<file path="src/rtl/pc_sequencer.sv">
// pc_sequencer: owns the fetch PC, picks the next PC by redirect
// priority and drives a timed flush of wrong-path IF/ID contents.
//
// Ports:
//   clk_i, rst_ni          clock, async active-low reset
//   stall_i                hazard freeze of IF/ID
//   invalid_overflow_i     exception request, exc_pc_i faulting PC
//   branch_i/branch_target_i, jump_i/jump_target_i, eret_i
//   pc_o, flush_o, epc_o, exc_pending_o, last_src_o (all registered)
module pc_sequencer #(
  parameter logic [31:0] RESET_PC     = 32'h0000_0000,
  parameter logic [31:0] EXC_VECTOR   = 32'h0000_0080,
  parameter int unsigned FLUSH_CYCLES = 2
) (
  input  logic        clk_i,
  input  logic        rst_ni,
  input  logic        stall_i,
  input  logic        invalid_overflow_i,
  input  logic [31:0] exc_pc_i,
  input  logic        branch_i,
  input  logic [31:0] branch_target_i,
  input  logic        jump_i,
  input  logic [31:0] jump_target_i,
  input  logic        eret_i,
  output logic [31:0] pc_o,
  output logic        flush_o,
  output logic [31:0] epc_o,
  output logic        exc_pending_o,
  output logic [1:0]  last_src_o
);

  typedef enum logic {RUN, FLUSH} state_e;

  localparam logic [3:0] FcntInit = 4'(FLUSH_CYCLES);

  state_e      state_q, state_d;
  logic [3:0]  fcnt_q, fcnt_d;
  logic [31:0] pc_q, pc_d;
  logic        flush_q, flush_d;
  logic [31:0] epc_q, epc_d;
  logic        pend_q, pend_d;
  logic [1:0]  src_q, src_d;

  logic        eret_ok;
  logic        redir;
  logic [31:0] pc_seq;

  // eret without an active handler is not a redirect
  assign eret_ok = eret_i & pend_q;
  assign redir   = invalid_overflow_i | branch_i
                 | jump_i | eret_ok;
  assign pc_seq  = pc_q + 32'd2;

  always_ff @(posedge clk_i or negedge rst_ni) begin
    if (!rst_ni) begin
      state_q <= RUN;
      fcnt_q  <= 4'd0;
      pc_q    <= RESET_PC;
      flush_q <= 1'b0;
      epc_q   <= 32'd0;
      pend_q  <= 1'b0;
      src_q   <= 2'b00;
    end else begin
      state_q <= state_d;
      fcnt_q  <= fcnt_d;
      pc_q    <= {pc_d[31:1], 1'b0};
      flush_q <= flush_d;
      epc_q   <= epc_d;
      pend_q  <= pend_d;
      src_q   <= src_d;
    end
  end

  always_comb begin
    state_d = state_q;
    unique case (state_q)
      RUN: begin
        if (redir) state_d = FLUSH;
      end
      FLUSH: begin
        if (!stall_i && fcnt_q == 4'd1)
          state_d = RUN;
      end
      default: state_d = RUN;
    endcase
  end

  always_comb begin
    fcnt_d  = fcnt_q;
    pc_d    = pc_q;
    flush_d = flush_q;
    epc_d   = epc_q;
    pend_d  = pend_q;
    src_d   = src_q;
    unique case (state_q)
      RUN: begin
        if (invalid_overflow_i) begin
          pc_d  = EXC_VECTOR;
          src_d = 2'b11;
          // nested exception keeps the first context
          if (!pend_q) begin
            epc_d  = exc_pc_i;
            pend_d = 1'b1;
          end
        end else if (branch_i) begin
          pc_d  = branch_target_i;
          src_d = 2'b10;
        end else if (jump_i) begin
          pc_d  = jump_target_i;
          src_d = 2'b01;
        end else if (eret_ok) begin
          pc_d   = epc_q;
          pend_d = 1'b0;
          src_d  = 2'b01;
        end else if (!stall_i) begin
          pc_d  = pc_seq;
          src_d = 2'b00;
        end
        if (redir) begin
          fcnt_d  = FcntInit;
          flush_d = 1'b1;
        end
      end
      FLUSH: begin
        if (!stall_i) begin
          pc_d   = pc_seq;
          src_d  = 2'b00;
          fcnt_d = fcnt_q - 4'd1;
          if (fcnt_q == 4'd1) flush_d = 1'b0;
        end
      end
      default: ;
    endcase
  end

  assign pc_o          = pc_q;
  assign flush_o       = flush_q;
  assign epc_o         = epc_q;
  assign exc_pending_o = pend_q;
  assign last_src_o    = src_q;

endmodule

</file>
<file path="config.mk">
export PLATFORM = sky130hd
export DESIGN_NAME = pc_sequencer
export DESIGN_NICKNAME = d
export VERILOG_FILES = /design/src/rtl/pc_sequencer.sv
export SDC_FILE = /design/constraint.sdc
export NUM_CORES = 1
export LEC_CHECK = 0
export CAP_MARGIN = 0
export CELL_PAD_IN_SITES_DETAIL_PLACEMENT = 0
export CELL_PAD_IN_SITES_GLOBAL_PLACEMENT = 1
export CORE_ASPECT_RATIO = 1.5
export CORE_MARGIN = 2
export CORE_UTILIZATION = 34
export DETAILED_ROUTE_END_ITERATION = 8
export PLACE_DENSITY = 0.95
export SETUP_SLACK_MARGIN = 0.05
export SYNTH_ARGS = -nofsm -noshare
export SYNTH_HDL_FRONTEND = slang
export SYNTH_SLANG_ARGS = --single-unit
export TNS_END_PERCENT = 50
</file>
<file path="constraint.sdc">
create_clock -name clk_i -period 2.9 [get_ports clk_i]
set_input_delay 0.29 -clock clk_i [delete_from_list [all_inputs] [get_ports clk_i]]
set_output_delay 0.29 -clock clk_i [all_outputs]
set_load 0.03 [all_outputs]
</file>
==> results of run 1 <==
-- registers in the layout, indices dropped and copies added (netlist names) --
name and cells:
epc_o 32, exc_pending_o 1, fcnt_q 4, flush_o 1
last_src_o 2, pc_o 31, state_q 1
-- worst max path at each step --
stage	startpoint	endpoint	depth (start not counted)
after floorplan	pc_o[6]	pc_o[20]	6
after global placement	jump_i	pc_o[8]	5
after detailed placement	jump_i	pc_o[17]	5
after CTS	state_q	pc_o[17]	3
after global routing	state_q	pc_o[8]	3
final	state_q	pc_o[17]	3
-- power breakdown --
part	switching, mW	internal (mW)
sequential	0.585	1.49
clock	0.415	0.728
combinational	1.62	1.39
-- through the flow --
stage          setup slack [ps]  power [mW]  cells  area [µm²]
5_1_grt                     458        6.52    692        6070
3_5_place_dp                508        5.08    677        5760
6_report                    648        6.22    692        6070
4_1_cts                     665        6.24    692        6070
3_3_place_gp                556        4.99    677        5760
2_1_floorplan              1030        3.67    378        3970
-- cell usage in the layout, fill, tap and decap left out, types with 2 or more instances in the layout --
cell type	n
a21oi_1	14
a221o_1	4
a22o_1	5
a22oi_1	13
a31oi_1	2
a32o_1	3
and3_1	7
and4_1	4
buf_4	8
clkbuf_16	9
clkbuf_8	3
clkdlybuf4s50_1	166
clkinv_2	2
dfrtp_1	72
ha_1	3
inv_1	8
mux2_2	32
nand2_1	38
nand2b_1	5
nand3_1	10
nand4_1	7
nor2_1	15
nor3_1	7
nor4_2	3
o21ai_0	11
o21ai_1	6
o221a_2	13
o221ai_1	5
o22ai_1	12
xnor2_1	18
xor2_1	9
-- cell type report --
class,count,area share
tap,150,0.0309
multi-input combinational,272,0.332
clock buffer,12,0.0439
inverter,9,0.00557
clock inverter,3,0.00660
timing repair buffer,174,0.284
sequential,72,0.297
-- cell families (layout without fill, tap and decap cells) --
logic type,count (synthesis),count (layout),synth area share
simple gates,115,115,0.170
fa+ha+maj,3,3,0.00946
compound gates,93,93,0.173
other cells,1,1,0.000945
flops,72,72,0.454
xor+xnor,27,27,0.0596
mux,33,33,0.0937
buf+inv,34,198,0.0397
-- per-layer routing --
layer	routed length, µm	vias up	global-route usage	part of all wire
met2	7120	135	0.372	0.53
met1	5290	1815	0.261	0.39
li1	-	1729	-	-
met5	0	-	0	0
met4	416	0	0.104	0.031
met3	623	27	0.0388	0.046
==> summary.md, run 1 <==
| Metric | Value |
|---|---|
| Worst-Skew Late Latency | `330 ps` |
| Ys async rst share | `1.00` |
| Share of post-route cells with drive strength above 1 | `0.153` |
| Htree depth | `3` |
| Cell with the most instances after synthesis | `dfrtp_1` |
| Number of detailed-route iterations in the first pass | `7` |
| Final setup TNS | `0 ps` |
| Pin count of the biggest net entering global routing | `73` |
| Antenna-violating nets left | `0` |
| Area delta synth->final | `52.9%` |
| Fill cells | `1006` |
| Worst slew pin tran | `1170 ps` |
| Setup Buffers After CTS | `0` |
| Peak supply drop | `0.000554 V` |
| Row cnt | `48` |
| Syn Inst Count | `378` |
| Via count | `3706` |
| Number of synthesized flops with an enable pin | `0` |
| Unrepaired setup endpoints after global routing | `false` |
| Max Cap Viol | `0` |
| CP Data Arrival Time | `2500 ps` |
| RePlAce Congestion | `0.867` |
| Top FF cell, synth | `dfrtp_1` |
| Per-cell routed wire length | `19.4 µm` |
| # setup viols final | `0` |
| CP max-delay cell | `nor2_1` |
| DR vias/cell | `5.36` |
| Synth top area cells | `dfrtp_1 45%, mux2_2 9.1%, xnor2_1 4.0%` |
| CTS tree | `done` |
| Worst path top cell family by delay | `simple AND/OR/NAND/NOR gates` |
| Post-synth top cells | `72 x dfrtp_1, 38 x nand2_1, 32 x mux2_2, 18 x xnor2_1, 16 x nor2_1` |
| DRT Wirelength | `13400 µm` |
| CP cell instances | `nor2_1, nor3_1, o21ai_0` |
| Total track usage | `0.216` |
| Final Skew | `6.07 ps` |
| Worst path max stage delay | `1050 ps` |
| Worst-path fanout max | `28` |
| CTS root buffer | `clkbuf_16` |
| Worst Setup End Kind | `flip-flop` |
| Crit path launch type | `flip-flop` |
| Gr ovfl total | `0` |
| Syn avg cell area | `10.5 µm²` |
| Minimum clock period after layout | `2250 ps` |
| Initial DRC count | `285` |
| # clock sinks | `72` |
| Area of the multi-input gates | `2020 µm²` |
| Number of synthesized register bits | `72` |
| WHS | `74.4 ps` |
| Worst setup path class | `reg2reg` |
| Starting Density | `0.346` |
| Pins Over Slew Limit | `0` |
| Antenna violations before repair | `0` |
| DRC | `0` |
| I/O pins | `171` |
| Setup slack, reg-to-reg | `650 ps` |
| PwrDens | `1020 nW/µm²` |
| Reg area | `1800 µm²` |
| Worst reg2reg startpoint | `state_q` |
| Netlist cell types | `56` |
| First-pass GRT wire length | `20800 µm` |
| Status | `complete, no violations` |
| Core area | `11500 µm²` |
| Mapped Area | `3970 µm²` |
| Reg2reg path depth | `3` |
| Clock buffer depth | `2` |
| Hpwl dp | `10300 µm` |
| Share of the clock period used by the worst path | `0.776` |
| Clk slew on worst S/H paths | `60 ps` |
| CP Buf/Inv Count | `0` |
| Layout net count | `644` |
| Post-layout util | `0.529` |
| Vias in the first global route | `3852` |
| Rel. slew slack | `0.220` |
| Worst hold path type | `in2async` |
| Die Height | `136 µm` |
| Antenna cell count | `0` |
| Num CTS Buffers | `9` |
| Hold_buf cts | `0` |
| Mapped Nets | `484` |
| Worst EP required | `3140 ps` |
| Max Fclk | `444 MHz` |
| Sequential share of the synthesized area | `0.454` |
| YS warnings | `0` |
| Fin. Hold Viols | `0` |
| Area of the die | `12600 µm²` |
| Post-synth top area share | `0.454` |
| Synth area leader | `dfrtp_1` |
| Leak | `2.43 nW` |
| Die W | `92.2 µm` |
| RR Endpoint | `pc_o[17]` |
| Post-cts gate resize count | `0` |
| Port Buf Inserts | `167` |
Note: power is estimated with default switching activity, not from simulation.
==> run 2, diff against run 1 <==
--- a/config.mk
+++ b/config.mk
@@ -10,9 +10,9 @@
 export CELL_PAD_IN_SITES_GLOBAL_PLACEMENT = 1
 export CORE_ASPECT_RATIO = 1.5
 export CORE_MARGIN = 2
-export CORE_UTILIZATION = 34
+export CORE_UTILIZATION = 32
 export DETAILED_ROUTE_END_ITERATION = 8
-export PLACE_DENSITY = 0.95
+export PLACE_DENSITY = 0.9
 export SETUP_SLACK_MARGIN = 0.05
 export SYNTH_ARGS = -nofsm -noshare
 export SYNTH_HDL_FRONTEND = slang
==> constraint.sdc (replaced) <==
create_clock -name clk_i -period 2.3 [get_ports clk_i]
set_input_delay 0.23 -clock clk_i [delete_from_list [all_inputs] [get_ports clk_i]]
set_output_delay 0.23 -clock clk_i [all_outputs]
set_load 0.03 [all_outputs]
==> run 2 against run 1 <==
Hold slack lost 49 ps; count of clock-buffer cells in the layout shrank 1; first-iteration DRC count decreased by 25%; register-to-register slack got worse by 340 ps; final cell count grew 2.0%; power grew 27%.
==> summary.md, run 2 (synthesized netlist as in run 1, its figures left out) <==
| Metric | Value |
|---|---|
| Status | `complete, no violations (unchanged)` |
| Share of the clock period used by the worst path | `0.867 (was 0.776)` |
| Leak | `2.48 nW (was 2.43 nW)` |
| Core area | `12000 µm² (was 11500 µm²)` |
| Die Height | `140 µm (was 136 µm)` |
| Worst setup path end | `pc_o[17] (unchanged)` |
| Area delta synth->final | `55.0% (was 52.9%)` |
| Peak supply drop | `0.000665 V (was 0.000554 V)` |
| RR Endpoint | `pc_o[17] (unchanged)` |
| Max Fclk | `501 MHz (was 444 MHz)` |
| Reg area | `1800 µm² (unchanged)` |
| First-pass GRT wire length | `21200 µm (was 20800 µm)` |
| DR vias/cell | `5.36 (about the same)` |
| Number of detailed-route iterations in the first pass | `5 (was 7)` |
| CP max-delay cell | `nor2_1 (unchanged)` |
| Worst slew pin tran | `1220 ps (was 1170 ps)` |
| Post-cts gate resize count | `0 (unchanged)` |
| Initial DRC count | `215 (was 285)` |
| Die W | `94.9 µm (was 92.2 µm)` |
| Hpwl dp | `10500 µm (was 10300 µm)` |
| Pins Over Slew Limit | `0 (unchanged)` |
| Via count | `3781 (was 3706)` |
| DRC | `0 (unchanged)` |
| Worst Setup SP | `state_q (unchanged)` |
| Most common cell after layout, fill and taps aside | `clkdlybuf4s50_1 (unchanged)` |
| CP Data Arrival Time | `2230 ps (was 2500 ps)` |
| Final Skew | `7.02 ps (was 6.07 ps)` |
| Share of post-route cells with drive strength above 1 | `0.170 (was 0.153)` |
| RePlAce Congestion | `0.837 (was 0.867)` |
| Fin. Hold Viols | `0 (unchanged)` |
| Fill cells | `1095 (was 1006)` |
| Total track usage | `0.209 (was 0.216)` |
| Antenna-violating nets left | `0 (unchanged)` |
| Clock buffer depth | `2 (unchanged)` |
| Layout net count | `654 (was 644)` |
| Worst reg2reg startpoint | `state_q (unchanged)` |
| Clk slew on worst S/H paths | `60 ps (about the same)` |
| Antenna violations before repair | `0 (unchanged)` |
| Minimum clock period after layout | `1990 ps (was 2250 ps)` |
| Num CTS Buffers | `9 (unchanged)` |
| Final setup TNS | `0 ps (unchanged)` |
| I/O pins | `171 (unchanged)` |
| Worst setup path class | `reg2reg (unchanged)` |
| Rel. slew slack | `0.186 (was 0.220)` |
| Htree depth | `3 (unchanged)` |
| Pin count of the biggest net entering global routing | `73 (unchanged)` |
| PwrDens | `1280 nW/µm² (was 1020 nW/µm²)` |
| Most frequent cells in the layout | `166 x clkdlybuf4s50_1, 72 x dfrtp_1, 38 x nand2_1 (unchanged)` |
| # setup viols final | `0 (unchanged)` |
| CTS root buffer | `clkbuf_16 (unchanged)` |
| Worst Setup End Kind | `flip-flop (unchanged)` |
| Worst-path fanout max | `17 (was 28)` |
| Pwr Total | `7.87 mW (was 6.22 mW)` |
| CTS tree | `done (unchanged)` |
| Max Cap Viol | `0 (unchanged)` |
| DRT Wirelength | `13600 µm (was 13400 µm)` |
| Gr ovfl total | `0 (unchanged)` |
| Vias in the first global route | `3942 (was 3852)` |
| CP cell instances | `nor2_1, nor3_1, o21ai_0 (unchanged)` |
| # clock sinks | `72 (unchanged)` |
| Worst EP required | `2540 ps (was 3140 ps)` |
| Hold_buf cts | `0 (unchanged)` |
| Setup slack, reg-to-reg | `310 ps (was 650 ps)` |
| Crit path launch type | `flip-flop (unchanged)` |
| WHS | `25.8 ps (was 74.4 ps)` |
| Area of the die | `13300 µm² (was 12600 µm²)` |
| Port Buf Inserts | `167 (unchanged)` |
| Area of the multi-input gates | `2020 µm² (unchanged)` |
| Per-cell routed wire length | `19.3 µm (was 19.4 µm)` |
| Antenna cell count | `0 (unchanged)` |
| Worst hold path type | `in2async (unchanged)` |
| Reg2reg path depth | `3 (unchanged)` |
| Unrepaired setup endpoints after global routing | `false (unchanged)` |
| Worst path max stage delay | `990 ps (was 1050 ps)` |
| Worst-Skew Late Latency | `330 ps (about the same)` |
| Row cnt | `49 (was 48)` |
| Starting Density | `0.330 (was 0.346)` |
| Setup Buffers After CTS | `0 (unchanged)` |
| Max reg flops | `32 (unchanged)` |
==> run 2: cell types whose count changed in the layout (fill, tap and decap cells not counted), sizes merged <==
cell | before | now
clkinvlp | 0 | 2
clkbuf | 12 | 11
buf | 8 | 18
==> run 2: area by class of cell <==
cell class | instances | share of cell area
clock buffers | 11 | 0.0411
clock inverters | 5 | 0.00895
repair buffers | 184 | 0.292
flip-flops and latches | 72 | 0.293
multi-input cells | 272 | 0.328
inverters | 9 | 0.00549
well taps | 153 | 0.0311
==> run 2: layer usage <==
metal / up-vias / share of wire / GRT usage
met4: 0 / 0.041 / 0.103
met1: 1849 / 0.38 / 0.256
met3: 33 / 0.056 / 0.0398
li1: 1743 / - / -
met2: 156 / 0.52 / 0.345
met5: - / 0 / 0
==> run 2: per-stage QoR <==
stage	utilization	instance area (µm²)	cells	worst slack [ps]
floorplan	-	3970	378	426
global placement	0.486	5840	690	144
detailed placement	0.486	5840	690	129
CTS	0.512	6150	706	351
global route	0.512	6150	706	146
finish	0.512	6150	706	306
==> run 2: report_power, final <==
| part | total [mW] | internal (mW) | switching (mW) |
|---|---|---|---|
| Sequential | 2.57 | 1.87 | 0.695 |
| Combinational | 3.87 | 1.78 | 2.09 |
| Clock | 1.43 | 0.895 | 0.534 |
==> run 2: worst min-delay path by stage <==
stage,slack (ps),end
2_1_floorplan,-70,epc_o[0]
3_3_place_gp,420,pc_o[9]
3_5_place_dp,440,pc_o[11]
4_1_cts,80,pc_o[11]
5_1_grt,120,pc_o[9]
6_report,30,pc_o[9]
==> run 2: worst max-delay path, delay by kind of cell (launching register included) <==
kind | cells | cell delay (ps)
AND/OR/NAND/NOR | 2 | 1130
AO/OA/AOI/OAI | 1 | 230
flip-flops | 1 | 540
==> run 3, diff against run 2 <==
--- a/config.mk
+++ b/config.mk
@@ -13,6 +13,7 @@
 export CORE_UTILIZATION = 32
 export DETAILED_ROUTE_END_ITERATION = 8
 export PLACE_DENSITY = 0.9
+export REMOVE_ABC_BUFFERS = 1
 export SETUP_SLACK_MARGIN = 0.05
 export SYNTH_ARGS = -nofsm -noshare
 export SYNTH_HDL_FRONTEND = slang
==> run 3 against run 2 <==
Die area stayed put; non-clock buffer count is 1 lower; routed wire length is 0.86% lower.
==> summary.md, run 3 (synthesized netlist as in run 1, its figures left out) <==
| Metric | Value |
|---|---|
| # clock sinks | `72 (unchanged)` |
| Final setup TNS | `0 ps (unchanged)` |
| DRC | `0 (unchanged)` |
| Post-cts gate resize count | `0 (unchanged)` |
| Worst EP required | `2510 ps (was 2540 ps)` |
| Max Fclk | `519 MHz (was 501 MHz)` |
| Pin count of the biggest net entering global routing | `73 (unchanged)` |
| Setup ws final | `374 ps (was 306 ps)` |
| Status | `complete, no violations (unchanged)` |
| Area of the die | `13300 µm² (unchanged)` |
| RR Endpoint | `pc_o[27] (was pc_o[17])` |
| Rel. slew slack | `0.355 (was 0.186)` |
| Starting Density | `0.330 (unchanged)` |
| Die Height | `140 µm (unchanged)` |
| Via count | `3729 (was 3781)` |
| Worst hold path type | `in2async (unchanged)` |
| Share of post-route cells with drive strength above 1 | `0.163 (was 0.170)` |
| Reg2reg path depth | `6 (was 3)` |
| # setup viols final | `0 (unchanged)` |
| Setup slack, reg-to-reg | `370 ps (was 310 ps)` |
| Layout net count | `653 (was 654)` |
| Htree depth | `3 (unchanged)` |
| Grt met2 use | `0.364 (was 0.345)` |
| CTS root buffer | `clkbuf_16 (unchanged)` |
| Worst path max stage delay | `460 ps (was 990 ps)` |
| DR vias/cell | `5.29 (was 5.36)` |
| Vias in the first global route | `3886 (was 3942)` |
| Share of the clock period used by the worst path | `0.837 (was 0.867)` |
| Dpl cells | `689 (was 690)` |
| Hold_buf cts | `0 (unchanged)` |
| Final Skew | `7.25 ps (was 7.02 ps)` |
| Gr ovfl total | `0 (unchanged)` |
| Non-Filler Cell Area, Final | `6140 µm² (was 6150 µm²)` |
| Total track usage | `0.206 (was 0.209)` |
| Worst slew pin tran | `968 ps (was 1220 ps)` |
| I/O pins | `171 (unchanged)` |
| Fin. Hold Viols | `0 (unchanged)` |
| CP max-delay cell | `dfrtp_1 (was nor2_1)` |
| Busiest layer in global routing | `met2 (unchanged)` |
| Leak | `2.47 nW (was 2.48 nW)` |
| Crit path launch type | `flip-flop (unchanged)` |
| Pins Over Slew Limit | `0 (unchanged)` |
| Hpwl dp | `10300 µm (was 10500 µm)` |
| Row cnt | `49 (unchanged)` |
| Antenna violations before repair | `1 (was 0)` |
| Worst-path fanout max | `7 (was 17)` |
| Worst reg2reg startpoint | `pc_o[1] (was state_q)` |
| Area delta synth->final | `54.8% (was 55.0%)` |
| Worst Setup End Kind | `flip-flop (unchanged)` |
| Most frequent cells in the layout | `166 x clkdlybuf4s50_1, 72 x dfrtp_1, 38 x nand2_1 (unchanged)` |
| Worst setup path class | `reg2reg (unchanged)` |
| Antenna-violating nets left | `0 (unchanged)` |
| Final Non-Filler Cells | `705 (was 706)` |
| Pre-CTS setup slack | `192 ps (was 129 ps)` |
| Placed Area | `5850 µm² (was 5840 µm²)` |
| CTS tree | `done (unchanged)` |
| DRT Wirelength | `13500 µm (was 13600 µm)` |
| Worst-Skew Late Latency | `340 ps (was 330 ps)` |
| RePlAce Congestion | `0.824 (was 0.837)` |
| Die W | `94.9 µm (unchanged)` |
| PwrDens | `1270 nW/µm² (was 1280 nW/µm²)` |
| Most common cell after layout, fill and taps aside | `clkdlybuf4s50_1 (unchanged)` |
| CP Data Arrival Time | `2140 ps (was 2230 ps)` |
| Clk slew on worst S/H paths | `60 ps (about the same)` |
| Per-cell routed wire length | `19.2 µm (was 19.3 µm)` |
| Clock buffer depth | `2 (unchanged)` |
| Minimum clock period after layout | `1930 ps (was 1990 ps)` |
| Unrepaired setup endpoints after global routing | `false (unchanged)` |
| Grt met1 use | `0.230 (was 0.256)` |
| Max Cap Viol | `0 (unchanged)` |
| Peak supply drop | `0.000582 V (was 0.000665 V)` |
| Setup Buffers After CTS | `0 (unchanged)` |
| Num CTS Buffers | `9 (unchanged)` |
| CP cell instances | `ha_1, and4b_1, nand4_4, nor4_2, xnor2_1, o221ai_1 (was nor2_1, nor3_1, o21ai_0)` |
| Met3 Usage GRT | `0.0377 (was 0.0398)` |
| Max reg flops | `32 (unchanged)` |
| Core area | `12000 µm² (unchanged)` |
| Port Buf Inserts | `167 (unchanged)` |
| Number of detailed-route iterations in the first pass | `4 (was 5)` |
| Worst Setup SP | `pc_o[1] (was state_q)` |
| First-pass GRT wire length | `20900 µm (was 21200 µm)` |
| Initial DRC count | `198 (was 215)` |
[run 3: cell types whose count changed in the layout (fill, tap and decap cells not counted)]
cell	before	now
buf_12	0	1
buf_4	18	16
clkbuf_1	0	2
clkbuf_8	2	1
clkinv_2	2	1
clkinvlp_4	2	1
diode_2	0	1
nor2_2	1	0
nor2_4	0	1
[run 3: cell type report]
cell class,instances,area (µm²)
fill,1102,5870
tap,153,191
inverter,9,33.8
sequential,72,1800
clock inverter,3,42.5
timing repair buffer,183,1800
antenna,1,2.50
multi-input combinational,272,2020
clock buffer,12,246
[run 3: how the worst max path moves through the flow]
stage,endpoint
6_report,pc_o[27]
5_1_grt,pc_o[27]
4_1_cts,pc_o[27]
3_5_place_dp,pc_o[22]
3_3_place_gp,pc_o[22]
2_1_floorplan,epc_o[0]
[run 3: worst max-delay path, delay by kind of cell (launching register included)]
family / cells / cell delay, ps
compound gates: 1 / 130
simple gates: 3 / 840
fa+ha+maj: 1 / 200
flops: 1 / 460
xor+xnor: 1 / 160
[run 3: through the flow]
stage                     power (mW)   util  hold slack [ps]
after detailed placement        6.42  0.487              449
final                           7.81  0.511             33.0
after global routing            8.21  0.511              116
after floorplan                 4.58      -            -65.6
after global placement          6.33  0.487              430
after CTS                       7.86  0.511             80.9
[run 3: metal layers]
layer | part of all wire | vias to the layer above | wire length, µm
met5 | 0 | - | 0
li1 | - | 1752 | -
met2 | 0.54 | 123 | 7260
met1 | 0.37 | 1823 | 4950
met4 | 0.040 | 0 | 543
met3 | 0.057 | 31 | 775
[run 3: power by group]
group	switching, mW	internal [mW]	total (mW)	leakage (nW)
Sequential	0.654	1.87	2.53	0.893
Combinational	2.10	1.78	3.87	1.43
Clock	0.546	0.862	1.41	0.139
